### src/rtl/lane_serializer_8n.sv
// Bundle-to-stream sequencer: buffers up to eight N-bit lane words and emits them
// lane 0 first through an 8:1 word mux steered by a lane counter.

module mux_8NtoN #(
  parameter int N = 24
) (
  input  logic [8*N-1:0] d,
  input  logic [2:0]     s,
  input  logic           en,
  output logic [N-1:0]   y
);

  always_comb begin
    y = '0;
    if (en) y = d[s*N +: N];
  end

endmodule

module lane_serializer_8n #(
  parameter int N = 24
) (
  input  logic           clk,
  input  logic           rst,
  input  logic           in_valid,
  output logic           in_ready,
  input  logic [8*N-1:0] in_words,
  input  logic [3:0]     in_len,
  output logic           out_valid,
  input  logic           out_ready,
  output logic [N-1:0]   out_data,
  output logic [2:0]     out_idx,
  output logic           out_last,
  output logic           busy
);

  // Handshakes: a transfer happens on a rising edge where valid and ready are both
  // high. Once out_valid is raised, out_data/out_idx/out_last hold until it is taken.
  // in_ready may depend on out_ready so a new bundle can load on the final beat.

  typedef enum logic {
    IDLE = 1'b0,
    SEND = 1'b1
  } state_t;

  state_t         state_q, state_d;
  logic [2:0]     sel_q, sel_d;
  logic [3:0]     len_q, len_d;
  logic [8*N-1:0] buf_q;
  logic           load;
  logic           accept;
  logic           xfer;
  logic           last;
  logic [3:0]     len_clamped;
  logic [N-1:0]   mux_y;

  assign len_clamped = (in_len > 4'd8) ? 4'd8 : in_len;

  // busy doubles as the visible state indicator for the FSM.
  assign busy      = (state_q == SEND);
  assign out_valid = busy;
  assign last      = busy && ({1'b0, sel_q} == (len_q - 4'd1));
  assign in_ready  = rst && ((state_q == IDLE) || (busy && out_ready && last));
  assign accept    = in_valid && in_ready;
  assign xfer      = out_valid && out_ready;

  mux_8NtoN #(.N(N)) u_mux (
    .d  (buf_q),
    .s  (sel_q),
    .en (busy),
    .y  (mux_y)
  );

  assign out_data = busy ? mux_y : '0;
  assign out_idx  = busy ? sel_q : 3'd0;
  assign out_last = last;

  always_ff @(posedge clk or negedge rst) begin
    if (!rst) begin
      state_q <= IDLE;
      sel_q   <= 3'd0;
      len_q   <= 4'd0;
    end else begin
      state_q <= state_d;
      sel_q   <= sel_d;
      len_q   <= len_d;
    end
  end

  always_ff @(posedge clk or negedge rst) begin
    if (!rst) begin
      buf_q <= '0;
    end else if (load) begin
      buf_q <= in_words;
    end
  end

  always_comb begin
    state_d = state_q;
    sel_d   = sel_q;
    len_d   = len_q;
    load    = 1'b0;
    case (state_q)
      IDLE: begin
        if (accept) load = 1'b1;
      end
      SEND: begin
        if (xfer) begin
          if (!last) begin
            sel_d = sel_q + 3'd1;
          end else if (accept) begin
            load = 1'b1;
          end else begin
            state_d = IDLE;
          end
        end
      end
      default: state_d = IDLE;
    endcase
    // A zero-length bundle is consumed without producing any beat.
    if (load) begin
      len_d   = len_clamped;
      sel_d   = 3'd0;
      state_d = (len_clamped != 4'd0) ? SEND : IDLE;
    end
  end

endmodule

### config.mk
export PLATFORM = sky130hd
export DESIGN_NAME = lane_serializer_8n
export DESIGN_NICKNAME = d
export VERILOG_FILES = /design/src/rtl/lane_serializer_8n.sv
export SDC_FILE = /design/constraint.sdc
export NUM_CORES = 1
export LEC_CHECK = 0
export BUFFER_PORTS_ARGS = -buffer_cell sky130_fd_sc_hd__buf_2
export CAP_MARGIN = 15
export CORE_ASPECT_RATIO = 0.9
export CORE_UTILIZATION = 55
export CTS_CLUSTER_DIAMETER = 60
export DETAILED_ROUTE_END_ITERATION = 10
export PLACE_DENSITY = 0.82
export SETUP_SLACK_MARGIN = 0.1
export SYNTH_ARGS = -nofsm -noshare
export SYNTH_HDL_FRONTEND = slang
export SYNTH_SLANG_ARGS = --single-unit
### constraint.sdc
create_clock -name clk -period 5.5 [get_ports clk]
set_input_delay 0.825 -clock clk [delete_from_list [all_inputs] [get_ports clk]]
set_output_delay 0.825 -clock clk [all_outputs]
set_load 0.01 [all_outputs]
==> qor.yml <==
dieHeight_um: 128.3
htreeDepth: 4
fin_crit_ns: 3.670
drt_iter0_drc: 251
design.portCount: 231
ys_types: 31
clock_sinks: 200
io_buffers: 230
clkTransAtPathRegs_ns: 0.07
vias_per_cell: 5.400
maxCapViolCount: 0
antenna_found_initial: 2
placed_cell_area_mm2: 0.01098
vias: 5767
critical-path-top-delay-family: "buffers and inverters"
drive_gt1_frac: 0.6166
power.density_mw_per_mm2: 575.2
path_buf_inv: 2
drc: 0
cts_buffers: 17
avgSynthCellArea_um2: 16.08
tightest_slew_ns: 0.9560
drt_pass1_iterations: 6
area_growth_pct: 18.79
cts.repair.resized: 0
skew_ns: 0.008602
synth_seq_cells: 200
first_global_vias: 6163
cts_root_buffer: "clkbuf_16"
drtAntennaViolNets: 0
setup_viol: 0
p_leak_nw: 5.463
final-hold-violation-count: 0
syn_inst: 606
post-route-util: 0.6762
stdcell_area_mm2: 0.01157
start_util: 0.5693
required_ns: 4.68
clock_path_buffers: 2
setup_ws_ns: 1.830
cp_max_fo: 27
status: "finished clean"
gr-total-overflow: 0
hold_path_class: "input port to asynchronous set/reset pin"
wl_mm: 20.99
fin_crit_sh: 0.6674
r2r-start: "sel_q[2]$_DFFE_PN0P_"
cts_tree: "built"
grt_usage: 0.2463
fp.coreArea_mm2: 0.01712
hold_buffers: 0
worstSetupEndpointType: "output pin"
cp_cell_sequence: "clkinv_1 > nand2_1 > a21boi_0 > buf_2"
crit_path_start: "sel_q[2]$_DFFE_PN0P_"
post-cts-setup-buffers: 0
dp_hpwl_mm: 14.67
syn_nets: 808
startpoint_type: "flop"
synth_area_mm2: 0.009744
grt_pass1_wl_mm: 33.24
rows: 45
die_area_mm2: 0.01825
fp.dieW_um: 142.3
fin_nets: 1021
slowest_stage: "clkinv_1"
max_freq_ghz: 0.2724
yosysSeqAreaShare: 0.5136
cpPeakStageDelay_ns: 0.94
tns_ns: 0
max-vdd-ir-drop_uv: 324.7
cp.arrival_ns: 2.85
grt_max_degree: 105
relSlewSlack: 0.3627
gp_congestion: 0.7481
n_fill_cell: 1244
synth_warnings: 0
post-place-ws_ns: 2.010
clock_latency_ns: 0.43
crit_type: "flop to output pin"
wire_per_inst_um: 19.65
rsz0062_at_grt: "false"
final-max-slew-violation-count: 0
worst register-to-register path, delay by kind of cell, from the launching register on:
| family | cells | cell delay (ns) |
|---|---|---|
| simple gates | 2 | 0.75 |
| flops | 1 | 0.89 |
| buf+inv | 1 | 0.56 |
| mux | 1 | 0.59 |
| xor+xnor | 1 | 0.19 |
| compound gates | 1 | 0.22 |
layout make-up:
type	instances	area (um2)	share of cell area
diodes	1	2.502	0.0002162
well taps	235	294.0	0.02540
flip-flops and latches	200	5010	0.4328
multi-input cells	357	4414	0.3814
inverters	6	22.52	0.001946
clock buffers	18	429.2	0.03708
clock inverters	14	165.2	0.01427
repair buffers	237	1237	0.1069
cells in the mapped netlist, drive strengths merged:
cell type / count / area share
o211ai: 1 / 0.00077
nor4: 1 / 0.00064
dfrtp: 200 / 0.51
ha: 2 / 0.0026
a21oi: 3 / 0.0015
nand3: 2 / 0.0010
and3: 1 / 0.00064
o21ai: 11 / 0.0056
inv: 5 / 0.0019
mux2: 194 / 0.28
buf: 30 / 0.026
and3b: 1 / 0.00090
nand4b: 1 / 0.00090
nor4b: 1 / 0.00090
xor2: 3 / 0.0027
nor3: 1 / 0.00051
nor2: 3 / 0.0012
or2: 1 / 0.00064
mux4: 48 / 0.11
a21boi: 24 / 0.018
nand4: 1 / 0.00064
clkbuf: 13 / 0.0050
clkinv: 1 / 0.00038
nand2: 50 / 0.019
nor2b: 3 / 0.0019
o211a: 1 / 0.0010
and2: 4 / 0.0026
state kept, by name (all words and copies together), names as in the netlist:
name / count
len_q: 4
busy: 1
buf_q: 192
sel_q: 3
power breakdown:
group | switching (W) | internal [W] | total (W)
sequential | 0.000521 | 0.00218 | 0.00270
clock | 0.000576 | 0.000686 | 0.00126
combinational | 0.000989 | 0.00170 | 0.00269
total | 0.00209 | 0.00457 | 0.00666
cell families (layout without fill, tap and decap cells):
kind of cell               count (synthesis)  in the layout  synth area share
adders and majority gates                  2              2          0.002568
muxes                                    242            242            0.3883
AOI/OAI and AO/OA                         40             40           0.02748
and+or+nand+nor                           70             70           0.03172
xor gates and xnor gates                   3              3          0.002697
buffers and inverters                     49            275           0.03364
other                                      0              1                 0
DFF                                      200            200            0.5136
per-stage QoR:
stage,hold slack [ns],total power [W],std cells
final,0.3757,0.006658,1068
after global routing,0.3897,0.007067,1067
after CTS,0.3813,0.006726,1067
after detailed placement,0.4887,0.005437,1035
after global placement,0.4839,0.005340,1035
after floorplan,0.4751,0.004629,606
metal layers:
metal  vias up  part of all wire  GRT usage  wire length, um
met2       181              0.49     0.4100            10350
met3        19             0.071    0.07957             1481
met1      2927              0.43     0.3197             8982
met5         -            0.0012          0               26
li1       2636                 -          -                -
met4         4            0.0071    0.04491              148
cells in the final DEF (no fill, tap or decap), types with 3 or more instances in the layout:
cell type and count:
mux2_2 56, mux4_2 48, mux2_4 138, nand2_1 50, o21ai_0 11, and2_1 4, nor2_1 3, inv_6 3
xor2_1 3, clkinv_4 4, a21boi_0 24, buf_2 229, dfrtp_1 198, inv_1 5, a21oi_1 3, nor2b_1 3
clkbuf_16 17, inv_8 3, buf_4 5
path summary, 6_finish.rpt:
| path | end | slack [ns] | cells after the start |
|---|---|---|---|
| setup / recovery | out_data[12] | 1.83 | 4 |
| hold / removal | buf_q[116]$_DFFE_PN0P_ | 0.38 | 1 |
| setup reg to reg | buf_q[3]$_DFFE_PN0P_ | 2.19 | 6 |
| hold reg to reg | buf_q[151]$_DFFE_PN0P_ | 0.50 | 1 |
| max in group asynchronous | buf_q[34]$_DFFE_PN0P_ | 3.76 | 2 |
| min in group clk | buf_q[151]$_DFFE_PN0P_ | 0.50 | 1 |
(Power assumes the default switching activity.)
